--- src/rtl/seg_pkg.sv ---
// Shared types and constants for the seven-segment scan driver.
package seg_pkg;

  localparam int NUM_DIGITS = 4;
  localparam int SEG_WIDTH  = 7;

  typedef logic [3:0]           nibble_t;
  typedef logic [SEG_WIDTH-1:0] seg_t;

  // Segment bit order on the seg bus: {g,f,e,d,c,b,a}, bit 0 = segment a.
  typedef struct packed {
    logic g;
    logic f;
    logic e;
    logic d;
    logic c;
    logic b;
    logic a;
  } seg_bits_t;

  // All segments off (active-low).
  localparam seg_t SEG_BLANK = 7'h7F;

  // Active-low hex glyphs 0..F.
  localparam seg_t HEX_LUT [16] = '{
    7'h40, 7'h79, 7'h24, 7'h30, 7'h19, 7'h12, 7'h02, 7'h78,
    7'h00, 7'h10, 7'h08, 7'h03, 7'h46, 7'h21, 7'h06, 7'h0E
  };

  // One displayed value: four decimal-point enables plus four nibbles.
  typedef struct packed {
    logic [NUM_DIGITS-1:0]   dp;
    logic [4*NUM_DIGITS-1:0] data;
  } disp_buf_t;

endpackage

--- src/rtl/seg_hex_decode.sv ---
// Nibble to active-low seven-segment pattern.
module seg_hex_decode
  import seg_pkg::*;
(
  input  logic [3:0] nibble_i,
  output logic [6:0] seg_o
);

  assign seg_o = HEX_LUT[nibble_i];

endmodule

--- src/rtl/seg_scan_driver.sv ---
// Four-digit common-anode scan driver with a frame-synchronous double buffer
// and a watchdog that blanks the display when the scan index stops moving.
module seg_scan_driver
  import seg_pkg::*;
#(
  parameter int STALL_LIMIT = 1000,
  parameter bit BLANK_LZ    = 1'b1
)(
  input  logic                    clk,
  input  logic                    rst,
  input  logic [1:0]              cnt_in,
  input  logic                    load,
  input  logic [15:0]             data_in,
  input  logic [NUM_DIGITS-1:0]   dp_in,
  output logic                    ready,
  output logic [NUM_DIGITS-1:0]   an,
  output logic [SEG_WIDTH-1:0]    seg,
  output logic                    dp,
  output logic                    frame_tick,
  output logic                    stall
);

  localparam int                 STALL_W   = $clog2(STALL_LIMIT + 1);
  localparam logic [STALL_W-1:0] STALL_MAX = STALL_W'(STALL_LIMIT);

  logic [1:0]              cnt_q;
  disp_buf_t               staging_q, staging_d;
  disp_buf_t               active_q, active_d;
  logic                    pending_q, pending_d;
  logic [STALL_W-1:0]      stall_cnt_q, stall_cnt_d;
  logic                    stall_q, stall_d;
  logic                    frame_tick_q;
  logic [NUM_DIGITS-1:0]   an_q, an_d;
  seg_t                    seg_q, seg_d;
  logic                    dp_q, dp_d;

  logic                    wrap;
  logic                    accept;
  nibble_t                 sel_nibble;
  logic [15:0]             upper_nibbles;
  logic                    lz_blank;
  seg_t                    dec_seg;

  // Only a clean 3->0 step marks a frame boundary; other jumps are ignored.
  assign wrap   = (cnt_q == 2'd3) && (cnt_in == 2'd0);
  assign accept = load && !pending_q;
  assign ready  = !pending_q;

  // Staging/active buffer handoff: accept into staging, commit on wrap.
  always_comb begin
    // NOTE: every comb output gets a default first so no path leaves it unassigned (no latch).
    staging_d = staging_q;
    active_d  = active_q;
    pending_d = pending_q;
    if (accept) begin
      staging_d = '{dp: dp_in, data: data_in};
      pending_d = 1'b1;
    end
    if (wrap && pending_q) begin
      active_d  = staging_q;
      pending_d = 1'b0;
    end
  end

  // Watchdog: count cycles with an unchanged scan index, saturating at the limit.
  always_comb begin
    stall_cnt_d = '0;
    if (cnt_in == cnt_q) begin
      stall_cnt_d = (stall_cnt_q == STALL_MAX) ? stall_cnt_q : stall_cnt_q + 1'b1;
    end
    stall_d = (stall_cnt_d == STALL_MAX);
  end

  assign sel_nibble    = active_q.data[{cnt_in, 2'b00} +: 4];
  assign upper_nibbles = active_q.data >> {cnt_in, 2'b00};

  seg_hex_decode u_hex_decode (
    .nibble_i (sel_nibble),
    .seg_o    (dec_seg)
  );

  // Scan output: select anode, decode the digit, apply blanking and watchdog.
  always_comb begin
    lz_blank = BLANK_LZ && (cnt_in != 2'd0) && (upper_nibbles == 16'h0000);
    an_d     = ~(4'b0001 << cnt_in);
    seg_d    = lz_blank ? SEG_BLANK : dec_seg;
    dp_d     = ~active_q.dp[cnt_in];
    if (stall_d) begin
      an_d  = 4'hF;
      seg_d = SEG_BLANK;
      dp_d  = 1'b1;
    end
  end

  // State and registered outputs.
  always_ff @(posedge clk or negedge rst) begin
    if (!rst) begin
      // NOTE: the buffers are small registers, not RAM, so they are cleared so stale data can never show after reset.
      cnt_q        <= 2'd0;
      staging_q    <= '0;
      active_q     <= '0;
      pending_q    <= 1'b0;
      stall_cnt_q  <= '0;
      stall_q      <= 1'b0;
      frame_tick_q <= 1'b0;
      an_q         <= 4'hF;
      seg_q        <= SEG_BLANK;
      dp_q         <= 1'b1;
    end else begin
      // NOTE: non-blocking assignments so every register samples pre-edge values.
      cnt_q        <= cnt_in;
      staging_q    <= staging_d;
      active_q     <= active_d;
      pending_q    <= pending_d;
      stall_cnt_q  <= stall_cnt_d;
      stall_q      <= stall_d;
      frame_tick_q <= wrap;
      an_q         <= an_d;
      seg_q        <= seg_d;
      dp_q         <= dp_d;
    end
  end

  assign an         = an_q;
  assign seg        = seg_q;
  assign dp         = dp_q;
  assign frame_tick = frame_tick_q;
  assign stall      = stall_q;

endmodule

--- config.mk ---
export PLATFORM = sky130hd
export DESIGN_NAME = seg_scan_driver
export DESIGN_NICKNAME = d
export VERILOG_FILES = /design/src/rtl/seg_pkg.sv /design/src/rtl/seg_hex_decode.sv /design/src/rtl/seg_scan_driver.sv
export SDC_FILE = /design/constraint.sdc
export NUM_CORES = 1
export LEC_CHECK = 0
export ABC_AREA = 1
export ABC_CLOCK_PERIOD_IN_PS = 2350
export BUFFER_PORTS_ARGS = -buffer_cell sky130_fd_sc_hd__buf_2
export CORE_ASPECT_RATIO = 0.6
export CORE_UTILIZATION = 58
export CTS_CLUSTER_DIAMETER = 80
export DETAILED_ROUTE_END_ITERATION = 16
export PLACE_DENSITY = 0.92
export SYNTH_ARGS = -nofsm -noshare
export SYNTH_HDL_FRONTEND = slang
export SYNTH_SLANG_ARGS = --single-unit
--- constraint.sdc ---
create_clock -name clk -period 2.35 [get_ports clk]
set_clock_uncertainty 0.15 [all_clocks]
set_input_delay 0.3525 -clock clk [delete_from_list [all_inputs] [get_ports clk]]
set_output_delay 0.3525 -clock clk [all_outputs]
set_load 0.03 [all_outputs]
After elaboration in Yosys (flattened, before gate mapping)
Memories as Yosys holds them, arrays and structs flattened.
Cells that the tools add are included.
{ "totals": {"register_bits": 67, "romBits": 112, "input_bits": 25, "output_inout_bits": 15, "n_memories": 1} }
{ "classes": {"add_sub_neg": 1, "magnitude_cmp": 2, "n_eq_ne": 4, "shift": 3, "mux": 12, "bitwise": 3, "n_reduce_logical": 9} }
{ "mem_list": {"columns": ["memory", "words", "width", "read_ports", "rd_clocked_by_memory_dff", "write_ports", "line", "rtl"], "rows": [
  ["(no name shown)", 16, 7, 1, 0, 0, "seg_hex_decode.sv:9", "assign seg_o = HEX_LUT[nibble_i];"]
]} }
{ "op_table": {"columns": ["operator", "n"], "rows": [
  ["7-bit 2-to-1 mux", 4],
  ["10-bit equality test (second input constant)", 2],
  ["10-bit 2-to-1 mux", 2],
  ["16-bit zero test", 1],
  ["16-bit by 5-bit indexed part select with 4-bit output", 1],
  ["16-bit by 4-bit right shift with 16-bit output", 1],
  ["10-bit by 1-bit adder with 10-bit output (second input constant)", 1],
  ["5-bit >= comparator (second input constant)", 1],
  ["4-bit NOT with 5-bit output", 1],
  ["1-bit logical AND", 4],
  ["1-bit 2-to-1 mux", 4],
  ["4-bit 2-to-1 mux", 1],
  ["4-bit NOT", 1],
  ["2-bit nonzero test", 2],
  ["1-bit by 2-bit left shift with 4-bit output (first input constant)", 1],
  ["2-bit by 3-bit < comparator with 1-bit output (second input constant)", 1],
  ["1-bit binary-select mux with 2-bit select", 1],
  ["2-bit equality test", 1],
  ["2-bit equality test (second input constant)", 1],
  ["2-bit zero test", 1],
  ["1-bit zero test", 1],
  ["1-bit NOT", 1]
]} }

Depth between registers and ports, before layout
Gate-level depths: netlist (run 1).
{ "logic_depth": {"depth_word": 7, "depth_mapped": 15, "depth_no_buf": 15} }

By module
A second synthesis (run 1) with hierarchy kept.
{ "unflattened": {"cells_unflattened": 376, "area_unflattened_um2": 3335.7} }
{ "modules_own_cells": {"columns": ["module", "instances", "cells_each", "area_each_um2", "seq_area_each_um2"], "rows": [
  ["seg_scan_driver", 1, 327, 3061.7, 1691.6],
  ["seg_hex_decode", 1, 49, 274.0, 0.0]
]} }

Worst setup path after synthesis (run 1)
OpenSTA, ideal clock, no wires.
{ "synth_timing": {"kind": "input -> register", "start": "input port cnt_in[1]", "end": "register seg_q[4], in the netlist seg[4]", "setup_time_ps": 60, "arrival_time_ps": 1756, "slack_ps": 383, "stages": 15, "path_cell_list": "buf_4 > nand2_1 > inv_1 > nand2_1 > nand2_1 > nor2_1 > ha_1 > inv_1 > nor2_1 > nand3_1 > nor2_1 > nand2_1 > o21ai_1 > nor2_1 > nand2_1"} }
{ "synth_via": {"elab_chain_cells": 7, "elab_cells_between_ends": 14, "classes_between": "eq/ne: 2; shift: 2; mux: 5; bitwise: 1; reduce/logical: 3; memory: 1"} }
{ "synth_rtl": {"columns": ["element", "line", "rtl"], "rows": [
  ["start: declaration", "seg_scan_driver.sv:11", "input logic [1:0] cnt_in,"],
  ["16-bit by 5-bit indexed part select with 4-bit output", "seg_scan_driver.sv:74", "assign sel_nibble = active_q.data[{cnt_in, 2'b00} +: 4];"],
  ["4-bit NOT with 5-bit output (implied by the code)", "seg_hex_decode.sv:9", null],
  ["memory read 16 x 7 bit", null, null],
  ["7-bit 2-to-1 mux (implied by the code) (2 in series)", "seg_hex_decode.sv:9", null],
  ["7-bit 2-to-1 mux", "seg_scan_driver.sv:86", "seg_d = lz_blank ? SEG_BLANK : dec_seg;"],
  ["7-bit 2-to-1 mux *", "seg_scan_driver.sv:88", "if (stall_d) begin"],
  ["net seg_d[4]", "seg_scan_driver.sv:34", "seg_t seg_q, seg_d;"],
  ["end signal: assignment", "seg_scan_driver.sv:119", "seg_q <= seg_d;"],
  ["end: declaration", "seg_scan_driver.sv:34", null]
]} }
The timed path passes the listed nets; every way through them passes the cells marked *. The select of a mux whose other input is x is not followed.
A chain may end at the register's enable or synchronous reset.

Final worst setup path (run 1)
{ "layout_timing": {"start": "input port cnt_in[0]", "end": "register seg_q[1], in the netlist seg[1]"} }
Same word-level chain as after synthesis.

==> impl_results.md, run 1 <==
* I/O Pins at 40
* Post-CTS Setup Bufs at 0
* HPWL after DPL at 4870 um
* Site row count at 20
* Reg2Reg Depth at 11
* Number of antenna violations at the first check in global routing at 0
* Clk_lat worst skew at 0.35 ns
* Setup violations, final at 0
* Remaining global-route overflow at 0
* Pin count of the biggest net entering global routing at 36
* Critical-path top delay cell: nor2_1
* Crit path DAT at 2.12 ns
* Clock power share at 27.2%
* XOR/XNOR Fraction of Synth Area at 0.268%
* Most frequent cells in the layout: 121 x nand2_1, 55 x dfrtp_1, 44 x nor2_1
* Post-Synth Adder-Cell Area at 3.07%
* Worst hold stages at 2
* Leak at 1.98 nW
* Initial DRC count at 159
* Core area at 5230 sq um
* DR pass1 iterations at 5
* Port buffer count at 39
* Inserted Diodes at 0
* Combinational family with the most area after synthesis: simple AND/OR/NAND/NOR gates
* WL/cell at 12.6 um
* Die width at 98.9 um
* Clock buffer depth at 2
* Most common cell after layout, fill and taps aside: nand2_1
* Area grow syn2layout at 14.6%
* Outcome: finished clean
* Crit path from: cnt_in[0]
* Yosys Warn Count at 0
* Register bit total from synthesis at 67
* Worst endpoint required time at 2.48 ns
* Slew HR at 52.1%
* Antenna-violating nets left at 0
* Simple-gate portion of the synthesized area at 26.5%
* Drt drc at 0
* Root buffer cell: clkbuf_8
* Max Fanout on Critical Path at 16
* Layout cells sized above 1 at 22.2%
* CP top delay family: simple AND/OR/NAND/NOR gates
* Final hold slack at 0.0781 ns
* Psw at 1.19 mW
* Sw frac at 33.5%
* Max-cap violation count at 0
* First-pass GRT wire length at 10900 um
* Vias at 2682
* Mux cell area share after synthesis at 5.17%
* Area of the multi-input gates at 1360 sq um
* Cell Area, Synth at 3260 sq um
* Worst-path cell chain: buf_2 -> inv_2 -> nor2_2 -> nand2_1 -> nand2_1 -> nor2_1 -> ha_1 -> inv_1 -> nor2_1 -> nand3_1 -> nor2_1 -> nand2_1 -> inv_1 -> nor2_1 -> nand2_1
* Crit Path Category: in2reg
* Pins over their slew limit at 0
* Initial Util at 62.4%
* Vias in the first global route at 2369
* Cell variety after synth at 28
* Die area at 5940 sq um
* Critical path capture point type: flop
* Final GP Congestion at 0.899
* Largest stage delay, worst path at 0.30 ns
* Peak supply drop at 0.000642 V
* Worst Tran Pin Value at 0.718 ns
* CP startpoint kind: primary input
* RSZ-0062 raised after global routing: no
* PwrDens at 948 nW/um^2
* CTS Buf Count at 9
* R2R Path Start: stall_cnt_q[0]
* TritonCTS clock tree: yes
* CTS H-tree lvls at 3
* Worst path depth at 15
* Sequential cell fraction of total power at 46.7%
* Total Wirelength at 6390 um
* Fillers at 431
* WP buf/inv at 4
* Area occupied by registers at 1690 sq um
* Post-synthesis sequential area ratio at 51.8%
* Vias/cell at 5.28
* Syn Nets at 426
* Final Net Count at 470
* FMAX at 0.502 GHz
* Avg Cell Area, Syn at 8.31 sq um
* Final setup TNS at 0 ns
* Final hold violations at 0
* Sink Count at 67
* Part of the power in combinational logic at 26.1%
* Clk slew on worst S/H paths at 0.07 ns
* Int Pwr at 2.36 mW
* Complex-gate fraction of the synthesized area at 6.44%
* Die Y at 60.1 um
* Syn Inst Count at 393
* Gr usage total at 24.9%
* Tightest Hold Check Type: in2reg
* Post-layout min period at 1.99 ns
* Fin crit share at 84.7%
* Worst Min Path Start: data_in[6]
==> synth_stat cells, drive strengths merged <==
cell type	number	share of area (%)
nand2	129	15
dfrtp	55	42
nor2	48	6.1
inv	44	5.1
a21oi	20	3.1
nand3	20	3.1
o21ai	19	2.9
mux2	15	5.2
dfstp	12	9.7
ha	8	3.1
nand4	7	1.3
buf	6	1.1
clkbuf	4	0.46
a22oi	1	0.23
and2	1	0.19
nand3b	1	0.23
nor3	1	0.15
o21bai	1	0.23
xor2	1	0.27
==> worst reg2reg max path, cell delays in order (launching register included) <==
cell and delay (ns):
dfrtp_1 0.42, inv_1 0.11, ha_1 0.15, nand2_1 0.06, nor2_1 0.17, nand3_1 0.17, nand2_1 0.09, nand3_1 0.11
nand2_1 0.10, nor2_1 0.05, nand2_2 0.18, nand2_1 0.13
==> per-layer routing <==
layer / GRT usage, % / share of wire [%] / up-vias
met2: 35.8 / 42 / 104
met1: 35.7 / 49 / 1241
met5: 0 / 0 / -
li1: - / - / 1329
met3: 7.49 / 7.4 / 8
met4: 9.17 / 1.5 / 0
==> registers in the layout, indices dropped and copies added, names as in the netlist <==
register / flops
stall: 1
dp: 1
pending_q: 1
staging_q: 20
stall_cnt_q: 10
cnt_q: 2
an: 4
frame_tick: 1
active_q: 20
seg: 7
==> layout make-up <==
cell class,instances,share of cell area [%]
flip-flops and latches,67,45.2
multi-input cells,272,36.2
repair buffers,43,6.42
inverters,44,4.48
clock buffers,11,3.78
well taps,66,2.21
clock inverters,5,1.64
==> path summary, 6_finish.rpt <==
kind / end / slack (ns)
setup / recovery: seg[1] / 0.36
setup reg to reg: an[1] / 0.36
max in group asynchronous: active_q[2] / 0.98
min in group asynchronous: stall_cnt_q[6] / 0.44
hold reg to reg: active_q[8] / 0.34
hold / removal: staging_q[6] / 0.08
==> timing repair <==
| item | CTS | global route |
|---|---|---|
| gates resized for setup | 0 | 1 |
| endpoints found under the hold margin | 20 | 0 |
| endpoints found under the setup margin | 0 | 11 |
| hold buffers | 1 | 0 |
==> kinds of logic after synthesis <==
| family | count (synthesis) |
|---|---|
| simple gates | 207 |
| flops | 67 |
| buf+inv | 54 |
| fa+ha+maj | 8 |
| xor+xnor | 1 |
| compound gates | 41 |
| mux | 15 |
==> through the flow <==
| stage | std cells | worst slack, ns | utilization (%) | area [sq um] | total power, mW |
|---|---|---|---|---|---|
| after floorplan | 393 | 0.383 | - | 3260 | 2.30 |
| after global placement | 491 | 0.131 | 67.4 | 3520 | 2.55 |
| after detailed placement | 491 | 0.0305 | 67.4 | 3520 | 2.60 |
| after CTS | 508 | 0.232 | 71.5 | 3740 | 3.57 |
| after global routing | 508 | 0.0734 | 71.5 | 3740 | 3.76 |
| final | 508 | 0.359 | 71.5 | 3740 | 3.55 |
==> power by group through the flow <==
stage	Clock, mW	Sequential, mW	Combinational (mW)
after CTS	0.987	1.65	0.928
after floorplan	0	1.75	0.552
after detailed placement	0	1.67	0.924
final	0.964	1.66	0.927
after global placement	0	1.66	0.883
after global routing	1.03	1.69	1.05
Note: power is estimated with default switching activity, not from simulation.
==> run 2, diff against run 1 <==
ABC_CLOCK_PERIOD_IN_PS = 1900   (was 2350)
clock period = 1.9 ns   (was 2.35 ns; I/O delays follow)
==> impl_results.md, run 2 (synthesis results as in run 1) <==
* PwrDens at 1110 nW/um^2 (+17%)
* Most common cell after layout, fill and taps aside: nand2_1
* Worst-path cell chain: buf_4 -> nand3_2 -> o21bai_1 -> nand2_1 -> nor2_2 -> nand2_1 -> nor2_4 -> nand2_4 -> nand2_2
* Biggest regs: active_q x20, staging_q x20, stall_cnt_q x10
* Site row count at 20 (unchanged)
* Fillers at 309 (-28%)
* Peak supply drop at 0.000734 V (+14%)
* Outcome: finished with violations
* Fin area at 4210 sq um (+13%)
* Vias at 3045 (+14%)
* Metal-1 WL at 3510 um (+12%)
* Area grow syn2layout at 28.9%
* Failing checks: setup timing
* Final hold slack at 0.00590 ns (-0.0722 ns)
* Tightest Hold Check Type: in2reg
* Die width at 98.9 um (unchanged)
* Clock buffer depth at 2 (unchanged)
* Post-layout min period at 2.00 ns
* Clk_lat worst skew at 0.36 ns (about the same)
* Crit path DAT at 2.14 ns (+0.02 ns)
* CP startpoint kind: flop
* Die Y at 60.1 um (unchanged)
* Gr usage total at 27.5% (+2.6 points)
* Remaining global-route overflow at 0 (unchanged)
* Fin crit share at 105%
* Total Wirelength at 8610 um (+35%)
* CTS H-tree lvls at 3 (unchanged)
* Worst setup path end: an[3]
* Antenna-violating nets left at 0 (unchanged)
* DR pass1 iterations at 7 (+2)
* Worst Tran Pin Value at 0.355 ns (-0.363 ns)
* Critical-path top delay cell: dfrtp_2
* Root buffer cell: clkbuf_8
* Number of antenna violations at the first check in global routing at 0 (unchanged)
* Initial DRC count at 246 (+55%)
* Fin cells at 541 (+6.5%)
* CP most frequent cell: nand2_1
* Sink Count at 67 (unchanged)
* Initial Util at 62.4% (unchanged)
* HPWL after DPL at 5020 um (+3.0%)
* Vias/cell at 5.63 (+6.6%)
* Top Layer Used: met4
* Reg2Reg Depth at 9 (-2)
* Worst endpoint required time at 2.04 ns (-0.44 ns)
* RSZ-0062 raised after global routing: yes
* Final GP Congestion at 0.927 (+3.1%)
* Vias in the first global route at 2612 (+10%)
* Final hold violations at 0 (unchanged)
* Met3 wire length at 795 um (+67%)
* FMAX at 0.500 GHz
* Die area at 5940 sq um (unchanged)
* Inserted Diodes at 0 (unchanged)
* Crit path from: stall_cnt_q[1]
* First-pass GRT wire length at 12100 um (+10%)
* R2R Path Start: stall_cnt_q[1]
* Drt drc at 0 (unchanged)
* Leak at 2.19 nW (+11%)
* Slew HR at 76.3% (+24 points)
* Pin count of the biggest net entering global routing at 68 (+89%)
* Final Net Count at 503 (+7.0%)
* Crit Reg-Reg Endpoint: an[3]
* Most frequent cells in the layout: 112 x nand2_1, 51 x dfrtp_1, 39 x buf_2
* WL/cell at 15.9 um (+26%)
* Placed cell areas at 3710 sq um (+5.3%)
* I/O Pins at 40 (unchanged)
* CTS Buf Count at 9 (unchanged)
* Layout cells sized above 1 at 34.9% (+13 points)
* Setup violations, final at 13 (+13)
* Placed Cells incl. Taps at 514 (+4.7%)
* Clk slew on worst S/H paths at 0.09 ns (+0.02 ns)
* Worst setup margin at -0.100 ns (-0.459 ns)
* Core area at 5230 sq um (unchanged)
* Port buffer count at 39 (unchanged)
* Pins over their slew limit at 0 (unchanged)
* Crit Path Category: reg2reg
* Critical path capture point type: flop
* Largest stage delay, worst path at 0.44 ns (+0.14 ns)
* Max Fanout on Critical Path at 6 (-10)
* Reg2Reg Setup Slack at -0.10 ns (-0.46 ns)
* Max-cap violation count at 0 (unchanged)
* TritonCTS clock tree: yes
* Metal2 WL at 3910 um (+45%)
run 2: worst min path at each step:
stage               slack, ns        from  cells past startpoint              to
floorplan               -0.16         rst                      0     active_q[0]
global placement         0.17         rst                      2  stall_cnt_q[4]
detailed placement       0.18         rst                      2  stall_cnt_q[7]
CTS                    0.0003  data_in[5]                      2    staging_q[5]
global route             0.01  data_in[4]                      2    staging_q[4]
finish                  0.006  data_in[0]                      2    staging_q[0]
run 2: final cells by class:
class,count,area (sq um),share of cell area [%]
Sequential cell,67,1700,40.3
Multi-Input combinational cell,273,1540,36.7
Timing Repair Buffer,75,508,12.1
Inverter,44,168,3.98
Clock buffer,10,138,3.27
Tap cell,66,82.6,1.96
Clock inverter,6,72.6,1.72
run 2: critical path, delay by kind of cell (launching register included):
family,cells,cell delay [ns]
buffers and inverters,1,0.14
AOI/OAI and AO/OA,1,0.23
and+or+nand+nor,7,0.95
DFF,1,0.44
run 2: repair_timing:
| action | in CTS | in global routing |
|---|---|---|
| hold endpoints to repair | 57 | 1 |
| gates resized for setup | 11 | 44 |
| buffers inserted | 6 | 1 |
| pin swaps | 7 | 15 |
| hold buffers | 3 | 1 |
| cloned | 1 | 0 |
| endpoints found under the setup margin | 12 | 13 |
run 2: power by group:
| part | total (mW) | switching [mW] | leakage (nW) | internal, mW |
|---|---|---|---|---|
| combinational | 1.35 | 0.824 | 1.30 | 0.529 |
| sequential | 2.04 | 0.202 | 0.785 | 1.84 |
| clock | 1.26 | 0.604 | 0.103 | 0.655 |
run 2: metal layers:
| metal | vias up | track usage [%] |
|---|---|---|
| li1 | 1393 | - |
| met1 | 1402 | 34.7 |
| met2 | 204 | 44.0 |
| met3 | 46 | 10.4 |
| met4 | 0 | 10.0 |
| met5 | - | 0 |
run 2: metrics by stage:
stage / TNS [ns] / utilization (%) / worst slack [ns] / power (mW)
after floorplan: 0 / - / 0.000750 / 2.85
after global placement: -0.388 / 70.9 / -0.0436 / 3.19
after detailed placement: -1.54 / 70.9 / -0.151 / 3.27
after CTS: -0.00209 / 77.1 / -0.00209 / 4.53
after global routing: -0.993 / 80.5 / -0.110 / 4.86
final: -0.808 / 80.5 / -0.100 / 4.66
